--- config.mk ---
export PLATFORM = sky130hd
export DESIGN_NAME = avalon_mm_master_port
export DESIGN_NICKNAME = d
export VERILOG_FILES = /design/src/rtl/avalon_mm_master_port.sv
export SDC_FILE = /design/constraint.sdc
export NUM_CORES = 1
export LEC_CHECK = 0
export BUFFER_PORTS_ARGS = -buffer_cell sky130_fd_sc_hd__buf_2
export CAP_MARGIN = 10
export CORE_MARGIN = 2
export CORE_UTILIZATION = 48
export CTS_CLUSTER_SIZE = 25
export DETAILED_ROUTE_END_ITERATION = 12
export HOLD_SLACK_MARGIN = 0.02
export PLACE_DENSITY = 0.8
export SYNTH_ARGS = -nofsm -noshare
export SYNTH_HDL_FRONTEND = slang
export SYNTH_SLANG_ARGS = --single-unit
--- constraint.sdc ---
create_clock -name clk -period 2.25 [get_ports clk]
set_input_delay 0.225 -clock clk [delete_from_list [all_inputs] [get_ports clk]]
set_output_delay 0.225 -clock clk [all_outputs]
set_load 0.01 [all_outputs]
--- src/rtl/avalon_mm_master_port.sv ---
// avalon_mm_master_port: Avalon-MM initiator for the CPU load/store path.
// One CPU request (byte/half/word, signed/unsigned) becomes one aligned 32-bit
// Avalon read or write; read data is lane-extracted and extended.
// Optional feature macro: AVM_TIMEOUT_EN (wait-state timeout abort).
//
// Handshakes:
//   CPU side  - a request is taken when cpu_req & cpu_ready at a rising edge;
//               cpu_ready is high only in IDLE, and requests seen while busy
//               are dropped, not queued.
//   Bus side  - avm_read/avm_write and the address, byteenable and writedata
//               registers stay constant until a rising edge where the command
//               is high and avm_waitrequest is low. That edge completes the
//               transfer.
module avalon_mm_master_port #(
  parameter int ADDR_W         = 32,
  parameter int TIMEOUT_CYCLES = 1024
) (
  input  logic              clk,
  input  logic              reset_n,
  input  logic              cpu_req,
  output logic              cpu_ready,
  input  logic              cpu_write,
  input  logic [1:0]        cpu_size,
  input  logic              cpu_signed,
  input  logic [ADDR_W-1:0] cpu_addr,
  input  logic [31:0]       cpu_wdata,
  output logic              cpu_done,
  output logic [31:0]       cpu_rdata,
  output logic              cpu_err,
  output logic [ADDR_W-1:0] avm_address,
  output logic              avm_read,
  output logic              avm_write,
  input  logic              avm_waitrequest,
  output logic [31:0]       avm_writedata,
  output logic [3:0]        avm_byteenable,
  input  logic [31:0]       avm_readdata
);

  localparam logic [0:0] ST_IDLE   = 1'b0;
  localparam logic [0:0] ST_ACCESS = 1'b1;

  // A zero timeout would make the abort counter meaningless.
  if (TIMEOUT_CYCLES < 1) begin : g_bad_timeout
  end

  logic [0:0]        state_q, state_d;
  logic [ADDR_W-1:2] addr_q, addr_d;
  logic [31:0]       wdata_q, wdata_d;
  logic [3:0]        be_q, be_d;
  logic              rd_q, rd_d;
  logic              wr_q, wr_d;
  logic [1:0]        off_q, off_d;
  logic [1:0]        size_q, size_d;
  logic              sgn_q, sgn_d;
  logic              done_q, done_d;
  logic              err_q, err_d;
  logic [31:0]       rdata_q, rdata_d;

`ifdef AVM_TIMEOUT_EN
  localparam int CNT_W = $clog2(TIMEOUT_CYCLES + 1);
  localparam logic [CNT_W-1:0] CNT_LAST = CNT_W'(TIMEOUT_CYCLES - 1);
  logic [CNT_W-1:0] cnt_q, cnt_d;
`endif

  logic        req_illegal;
  logic [3:0]  req_be;
  logic [31:0] req_wdata;
  logic [31:0] lane;
  logic [31:0] load_ext;

  // Classify the incoming request and build its lane enables / replicated data.
  always_comb begin
    req_illegal = (cpu_size == 2'b11) ||
                  (cpu_size == 2'b01 && cpu_addr[0]) ||
                  (cpu_size == 2'b10 && cpu_addr[1:0] != 2'b00);
    req_be    = 4'b0000;
    req_wdata = cpu_wdata;
    case (cpu_size)
      2'b00: begin
        req_be    = 4'b0001 << cpu_addr[1:0];
        req_wdata = {4{cpu_wdata[7:0]}};
      end
      2'b01: begin
        req_be    = cpu_addr[1] ? 4'b1100 : 4'b0011;
        req_wdata = {2{cpu_wdata[15:0]}};
      end
      2'b10: begin
        req_be    = 4'b1111;
        req_wdata = cpu_wdata;
      end
      default: begin
        req_be    = 4'b0000;
        req_wdata = cpu_wdata;
      end
    endcase
  end

  // Pick the addressed lane out of the read word and extend it to 32 bits.
  always_comb begin
    lane = avm_readdata >> {off_q, 3'b000};
    case (size_q)
      2'b00:   load_ext = {{24{sgn_q & lane[7]}}, lane[7:0]};
      2'b01:   load_ext = {{16{sgn_q & lane[15]}}, lane[15:0]};
      default: load_ext = lane;
    endcase
  end

  // Next-state logic: accept in IDLE, wait out waitrequest in ACCESS.
  always_comb begin
    state_d = state_q;
    addr_d  = addr_q;
    wdata_d = wdata_q;
    be_d    = be_q;
    rd_d    = rd_q;
    wr_d    = wr_q;
    off_d   = off_q;
    size_d  = size_q;
    sgn_d   = sgn_q;
    rdata_d = rdata_q;
    done_d  = 1'b0;
    err_d   = 1'b0;
`ifdef AVM_TIMEOUT_EN
    cnt_d   = cnt_q;
`endif
    case (state_q)
      ST_IDLE: begin
        if (cpu_req) begin
          if (req_illegal) begin
            // Rejected without touching the bus.
            done_d = 1'b1;
            err_d  = 1'b1;
          end else begin
            state_d = ST_ACCESS;
            addr_d  = cpu_addr[ADDR_W-1:2];
            wdata_d = req_wdata;
            be_d    = req_be;
            rd_d    = ~cpu_write;
            wr_d    = cpu_write;
            off_d   = cpu_addr[1:0];
            size_d  = cpu_size;
            sgn_d   = cpu_signed;
`ifdef AVM_TIMEOUT_EN
            cnt_d   = '0;
`endif
          end
        end
      end
      ST_ACCESS: begin
        if (!avm_waitrequest) begin
          state_d = ST_IDLE;
          rd_d    = 1'b0;
          wr_d    = 1'b0;
          done_d  = 1'b1;
          if (rd_q) rdata_d = load_ext;
        end
`ifdef AVM_TIMEOUT_EN
        else if (cnt_q == CNT_LAST) begin
          // Last permitted stall cycle: abandon the command, keep old rdata.
          state_d = ST_IDLE;
          rd_d    = 1'b0;
          wr_d    = 1'b0;
          done_d  = 1'b1;
          err_d   = 1'b1;
        end else begin
          cnt_d = cnt_q + 1'b1;
        end
`endif
      end
      default: state_d = ST_IDLE;
    endcase
  end

  // State and command registers; async reset drops any bus command at once.
  always_ff @(posedge clk or negedge reset_n) begin
    if (!reset_n) begin
      state_q <= ST_IDLE;
      addr_q  <= '0;
      wdata_q <= '0;
      be_q    <= '0;
      rd_q    <= 1'b0;
      wr_q    <= 1'b0;
      off_q   <= '0;
      size_q  <= '0;
      sgn_q   <= 1'b0;
      done_q  <= 1'b0;
      err_q   <= 1'b0;
      rdata_q <= '0;
`ifdef AVM_TIMEOUT_EN
      cnt_q   <= '0;
`endif
    end else begin
      state_q <= state_d;
      addr_q  <= addr_d;
      wdata_q <= wdata_d;
      be_q    <= be_d;
      rd_q    <= rd_d;
      wr_q    <= wr_d;
      off_q   <= off_d;
      size_q  <= size_d;
      sgn_q   <= sgn_d;
      done_q  <= done_d;
      err_q   <= err_d;
      rdata_q <= rdata_d;
`ifdef AVM_TIMEOUT_EN
      cnt_q   <= cnt_d;
`endif
    end
  end

  assign cpu_ready      = (state_q == ST_IDLE);
  assign cpu_done       = done_q;
  assign cpu_err        = err_q;
  assign cpu_rdata      = rdata_q;
  assign avm_address    = {addr_q, 2'b00};
  assign avm_read       = rd_q;
  assign avm_write      = wr_q;
  assign avm_writedata  = wdata_q;
  assign avm_byteenable = be_q;

endmodule

-- Yosys cells after proc, flatten, opt, wreduce, memory -nomap -nowiden
Index checks and enable logic that the tools add are counted.
- register bits after elaboration: 108
- output and inout port bits: 105
- word-level logic and storage cells: 57
- equality and inequality tests: 7
- shifts and indexed selects: 2
- multiplexer cells: 20
- bitwise operators: 6
- reduce and logical (&&, ||, !) cells: 10
- operators by type and width (kind ; count):
    $pmux W32 S2 ; 2
    $shr A32 B5 Y32 ; 1
    $mux W1 ; 12
    $pmux W4 S3 ; 1
    $reduce_and A3 Y1 ; 3
    $pmux W1 S2 ; 4
    $ne A2 B2 Y1 const B ; 3
    $eq A2 B1 Y1 const B ; 2
    $eq A2 B2 Y1 const B ; 2
    $logic_not A2 Y1 ; 2
    $mux W4 ; 1
    $not A1 Y1 ; 4
    $shl A1 B2 Y4 const A ; 1
    $and A1 B1 Y1 ; 2
    $logic_and A1 B1 Y1 ; 2
    $logic_or A1 B1 Y1 ; 2
    $reduce_bool A2 Y1 ; 1

-- Logic depth before layout (Yosys ltp)
Gate-level depths: netlist (run 1).
- depth in word-level cells: 7
- depth in mapped cells: 7
- gate-level depth less buffers: 4

-- Least setup slack after synthesis (run 1)
Ideal clock, no wire load.
- path kind: register -> register
- from: reg off_q[1]
- to: reg rdata_q[16], in the netlist cpu_rdata[16]
- library setup time: 0.067 ns
- data arrival time: 1.871 ns
- data required time: 2.183 ns
- slack: 0.312 ns
- stages on the path, launching flop included: 6
- path buffers: 2
- path through: dfrtp_1 -> clkbuf_1 -> mux4_2 -> or4b_1 -> buf_6 -> nand3_2
- word-level cells in the longest chain between the ends: 3
- elaborated cells between the ends (all ways): 4
- RTL lines (element ; RTL line ; source):
    start: declaration ; 52 ; logic [1:0] off_q, off_d;
    start signal: assignment ; 182 ; off_q <= '0;
    start signal: assignment ; 198 ; off_q <= off_d;
    $shr A32 B5 Y32 * ; 100 ; lane = avm_readdata >> {off_q, 3'b000};
    $and A1 B1 Y1 (on tied branches) ; 103, 102 ;
    $pmux W32 S2 * ; 101 ; case (size_q)
    end signal: assignment ; 203 ; rdata_q <= rdata_d;
    end: declaration ; 57 ; logic [31:0] rdata_q, rdata_d;
Every way passes the cells marked *; elsewhere a longest branch is shown, timed or not.
A chain may end at the register's enable or synchronous reset.

-- Worst setup path after layout (run 1)
- from: reg off_q[0]
- to: reg rdata_q[21], in the netlist cpu_rdata[21]
Same word-level chain as after synthesis.

==> impl_results.md, run 1 <==
- Outcome: complete, no violations
- Met3 wire length: 1200 um
- Setup ws final: 136 ps
- #FFs+latches synth: 108
- Worst Path Max Fanout: 7
- Worst-path clk slew: 100 ps
- Inserted Clock Buffers: 9
- Required @ worst endpoint: 2550 ps
- Max layer used: met4
- Warnings from Yosys: 0
- Leak: 3.27 nW
- Worst Path Arrival: 2420 ps
- Commonest cells after routing, fill and taps aside: buf_2 (205), dfrtp_1 (108), mux2_1 (62), mux2_2 (31), mux2i_1 (30)
- Crit end category: flip-flop
- Latest clock arrival within the worst-skew pair: 360 ps
- Placed Cells: 741
- Layout cells sized above 1: 44.9%
- Post-synth EDFFs: 0
- Fmax: 0.473 GHz
- Clk_skew: 5.40 ps
- WL per Instance: 16.9 um
- Synth Instances: 413
- Diodes inserted: 0
- CTS sink cnt: 108
- Max-slew violations: 0
- IO buf count: 206
- Peak VDD IR: 533 uV
- Initial Util: 49.1%
- Setup_tns: 0 ps
- Synthesized area per cell: 12.2 um^2
- Finish-stage setup viols: 0
- Commonest non-fill, non-tap cell in the layout: buf_2
- Seq/Total Area, Yosys: 53.6%
- Ys flop type: dfrtp_1
- Hold_ws: 45.9 ps
- Final core utilization: 62.9%
- Post-route DRC: 0
- Rel. slew slack: 39.3%
- First-pass GRT wire length: 20600 um
- Rows: 37
- WS Path Type: reg2reg
- Worst Setup Start Kind: flip-flop
- GRT Resource Usage Total: 23.5%
- Mapped cell area: 0.00504 mm^2
- Worst Tran Pin Value: 909 ps
- Share of the synthesized area in the top cell type: 53.6%
- Vias in the first global route: 4207
- DR WL met2: 6230 um
- Final GP Congestion: 0.900
- Top cells by area, synth: dfrtp_1 (54%), mux2_1 (14%), mux2_2 (6.9%)
- Area delta synth->final: 28.3%
- DRT met1 WL: 5010 um
- TritonRoute pass-1 iters: 4
- Hold Vio Cnt, Final: 0
- GRT overflow: 0
- ANT nets after route: 0
- Delay-heaviest family, CP: simple AND/OR/NAND/NOR gates
- Post-CTS resize count: 0
- WL final: 12800 um
- RSZ-0062 raised after global routing: false
- Die W: 106 um
- H-tree levels: 3
- Cell chain of the critical path: mux2i_1 > mux4_2 > or4b_1 > nand3_2
- Fillers: 878
- Pre-CTS setup slack: 170 ps
- Max incr delay on CP: 730 ps
- Async set-reset flop share out of synthesis: 100%
- Number of antenna violations at the first check in global routing: 0
- Nets@finish: 721
- Largest net degree at the start of global routing: 45
- Vias: 4017
- Synth cell types: 34
- Final period utilization: 93.9%
- Area leader, netlist: dfrtp_1
- CP bufs+invs: 0
- Tmin final: 2110 ps
- Core Box Area: 0.0103 mm^2
- Maximum clock insertion buffer count: 2
- Full die area: 0.0113 mm^2
- Vias/cell: 5.30
- Final Instance Count excl. Fillers: 758
- HPWL Detailed: 9900 um
- Worst Hold Class: in2reg
- Starting DRC count in detailed routing: 154
- CTS tree: done
- I/O pin total: 209
- Power per cell area: 995 mW/mm^2
- Max cap viols: 0
- Die Y: 106 um
- Slowest cell on crit path: or4b_1
- Root buffer cell: clkbuf_8
layer usage:
metal | up-vias | track usage [%]
met4 | 0 | 9.74
li1 | 1860 | -
met5 | - | 0
met2 | 189 | 39.4
met3 | 25 | 7.91
met1 | 1943 | 27.6
worst register-to-register path: stages, from the launching register on:
cell and delay, ps:
dfrtp_1 480, mux2i_1 190, mux4_2 520, or4b_1 730
nand3_2 130
worst paths after layout:
path	startpoint	to	slack [ps]	cells after the start
min	cpu_write	avm_read	50	2
max reg2reg	off_q[0]	cpu_rdata[21]	140	4
max in group asynchronous	reset_n	addr_q[22]	1100	3
min in group asynchronous	reset_n	cpu_rdata[10]	370	2
min reg2reg	cpu_rdata[7]	cpu_rdata[7]	490	2
max	off_q[0]	cpu_rdata[21]	140	4
synthesized netlist by cell type (3+ instances only):
master	count
a21oi_1	17
a221o_1	9
and2_1	7
buf_2	7
clkbuf_1	17
dfrtp_1	108
inv_1	4
mux2_1	62
mux2_2	31
mux2i_1	30
nand2_1	29
nand2b_1	3
nand3_1	7
nand3_2	7
nor2_1	27
nor2b_1	3
o21ai_0	25
per-stage QoR:
stage                     power [mW]  cell area (um^2)
after detailed placement        5.28              6250
after global routing            6.86              6470
after floorplan                 4.20              5040
after CTS                       6.52              6470
after global placement          5.17              6250
final                           6.44              6470
state kept, by name (all words and copies together), names as in the netlist:
register        count
avm_byteenable      4
sgn_q               1
state_q             1
cpu_err             1
cpu_rdata          32
addr_q             30
size_q              2
avm_read            1
off_q               2
cpu_done            1
avm_write           1
avm_writedata      32
timing repair:
action / CTS / global route
buffers inserted: 0 / 0
hold buffers: 1 / 0
endpoints found under the hold margin: 38 / 0
where the power goes:
part | switching [mW] | internal [mW] | total (mW)
combinational | 1.20 | 1.09 | 2.28
clock | 0.683 | 0.532 | 1.22
sequential | 0.366 | 2.57 | 2.94
total | 2.24 | 4.19 | 6.44
cell families after synthesis:
group / count (synthesis) / synth area share (%)
mux: 124 / 27.2
buf+inv: 34 / 3.15
compound gates: 58 / 7.05
other cells: 1 / 0.0744
flops: 108 / 53.6
simple gates: 88 / 8.94
layout make-up:
class                      instances  area (um^2)  share of cell area (%)
inverter                           4         15.0                   0.232
clock buffer                       9          124                    1.92
tap                              136          170                    2.63
clock inverter                     7         82.6                    1.28
timing repair buffer             222         1180                    18.3
sequential                       108         2700                    41.8
multi-input combinational        272         2190                    33.9
Power figures use the tool's default switching activity.
==> run 2, diff against run 1 <==
clock period = 2.2 ns   (was 2.25 ns; I/O delays follow)
==> run 2 against run 1 <==
Net effect:
- fmax grew 1.0%
- sequential power is 2% higher
- power increased by 0.73%
- via count is 0.20% higher
- register-to-register slack got worse by 30 ps
- sequential cell count unchanged
- combinational power up 2%
- sequential share of layout area is 0.065 points higher
- clock-buffer cell count increased by 1
- highest routed layer unchanged
==> impl_results.md, run 2 (synthesized netlist as in run 1, its figures left out) <==
- Outcome: complete, no violations
- Fmax: 0.478 GHz (+1.0%)
- Final period utilization: 95.1% (+1.2 points)
- Grt met2 use: 39.9% (+0.55 points)
- Fillers: 857 (-2.4%)
- Worst Tran Pin Value: 909 ps (-0.0437 ps)
- Area delta synth->final: 28.1%
- HPWL Detailed: 9880 um (-0.20%)
- Vias: 4025 (+0.20%)
- Max cap viols: 0 (unchanged)
- Worst Setup Start Kind: flip-flop
- Commonest cells after routing, fill and taps aside: buf_2 (205), dfrtp_1 (108), mux2_1 (62), mux2_2 (31), mux2i_1 (30)
- Rel. slew slack: 39.3% (about the same)
- Met1 usage: 28.9% (+1.2 points)
- Peak VDD IR: 464 uV (-13%)
- Largest net degree at the start of global routing: 48 (+6.7%)
- First-pass GRT wire length: 20500 um (-0.87%)
- Required @ worst endpoint: 2500 ps (-50 ps)
- Inserted Clock Buffers: 9 (unchanged)
- Number of antenna violations at the first check in global routing: 0 (unchanged)
- IO buf count: 206 (unchanged)
- Worst Path Max Fanout: 7 (unchanged)
- Nets@finish: 723 (+0.28%)
- GRT overflow: 0 (unchanged)
- Die W: 106 um (unchanged)
- Max-slew violations: 0 (unchanged)
- Commonest non-fill, non-tap cell in the layout: buf_2
- Diodes inserted: 0 (unchanged)
- Rows: 37 (unchanged)
- # Post-CTS Setup Buffers: 0 (unchanged)
- Full die area: 0.0113 mm^2 (unchanged)
- Maximum clock insertion buffer count: 2 (unchanged)
- WL final: 13000 um (+1.4%)
- Starting DRC count in detailed routing: 188 (+22%)
- RSZ-0062 raised after global routing: false
- H-tree levels: 3 (unchanged)
- WL per Instance: 17.0 um (+1.1%)
- Busiest grt layer: met2
- TritonRoute pass-1 iters: 4 (unchanged)
- GRT Resource Usage Total: 23.2% (-0.27 points)
- Vias/cell: 5.30 (about the same)
- Grt met3 use: 7.23% (-0.67 points)
- Worst-path clk slew: 110 ps (about the same)
- CTS sink cnt: 108 (unchanged)
- Leak: 3.27 nW (about the same)
- Vias in the first global route: 4061 (-3.5%)
- Clk_skew: 12.1 ps (+6.68 ps)
- Setup_tns: 0 ps (unchanged)
- Finish-stage setup viols: 0 (unchanged)
- Initial Util: 49.1% (unchanged)
- Layout cells sized above 1: 44.9% (about the same)
- CTS tree: done
- Die Y: 106 um (unchanged)
- Latest clock arrival within the worst-skew pair: 360 ps (about the same)
- WS Path Type: reg2reg
- Tmin final: 2090 ps (-21.7 ps)
- Post-route DRC: 0 (unchanged)
- I/O pin total: 209 (unchanged)
- Root buffer cell: clkbuf_8
- Worst Hold Class: in2reg
- Crit end category: flip-flop
- Power per cell area: 1000 mW/mm^2 (+0.88%)
- ANT nets after route: 0 (unchanged)
- Final GP Congestion: 0.885 (-1.7%)
- Final core utilization: 62.8% (-0.097 points)
- Core Box Area: 0.0103 mm^2 (unchanged)
- Worst Path Arrival: 2390 ps (-30 ps)
- Hold Vio Cnt, Final: 0 (unchanged)
- Hold_ws: 44.8 ps (-1.04 ps)
[run 2: what timing repair did]
action / CTS / global route
hold endpoints to repair: 29 / 0
resized for setup: 0 / 0
setup endpoints to repair: 0 / 0
hold buffers: 1 / 0
[run 2: cell type report]
| type | count | area [um^2] | share of cell area, % |
|---|---|---|---|
| clock buffers | 10 | 128 | 1.98 |
| clock inverters | 6 | 53.8 | 0.833 |
| inverters | 4 | 15.0 | 0.233 |
| multi-input cells | 272 | 2190 | 33.9 |
| flip-flops and latches | 108 | 2700 | 41.9 |
| well taps | 136 | 170 | 2.64 |
| repair buffers | 224 | 1200 | 18.5 |
[run 2: final timing paths]
kind	to	depth (start not counted)	from	slack [ps]
setup reg to reg	cpu_rdata[16]	4	off_q[0]	110
setup / recovery	cpu_rdata[16]	4	off_q[0]	110
hold / removal	avm_read	2	cpu_write	40
hold reg to reg	cpu_rdata[7]	2	cpu_rdata[7]	480
min in group asynchronous	cpu_rdata[8]	2	reset_n	340
max in group asynchronous	avm_byteenable[0]	3	reset_n	1240
[run 2: power by group]
part           total [mW]  internal [mW]  switching (mW)
Combinational        2.33           1.11            1.22
Clock                1.15          0.436           0.709
Sequential           3.01           2.63           0.374
[run 2: routing by layer]
| layer | up-vias | share of wire, % |
|---|---|---|
| li1 | 1863 | - |
| met1 | 1986 | 40 |
| met2 | 169 | 51 |
| met3 | 7 | 8.5 |
| met4 | 0 | 0.70 |
| met5 | - | 0 |
[run 2: critical path, stage by stage, from the launching register on]
cell	delay, ps
dfrtp_1	480
mux2i_1	190
mux4_2	520
or4b_1	720
nand3_2	120
[run 2: stage by stage]
step           total power, mW  area, um^2  instances  setup slack [ps]
2_1_floorplan             4.29        5040        414               262
3_3_place_gp              5.29        6260        743               188
3_5_place_dp              5.40        6260        743               130
4_1_cts                   6.55        6460        760               107
5_1_grt                   6.91        6460        760              22.2
6_report                  6.48        6460        760               108
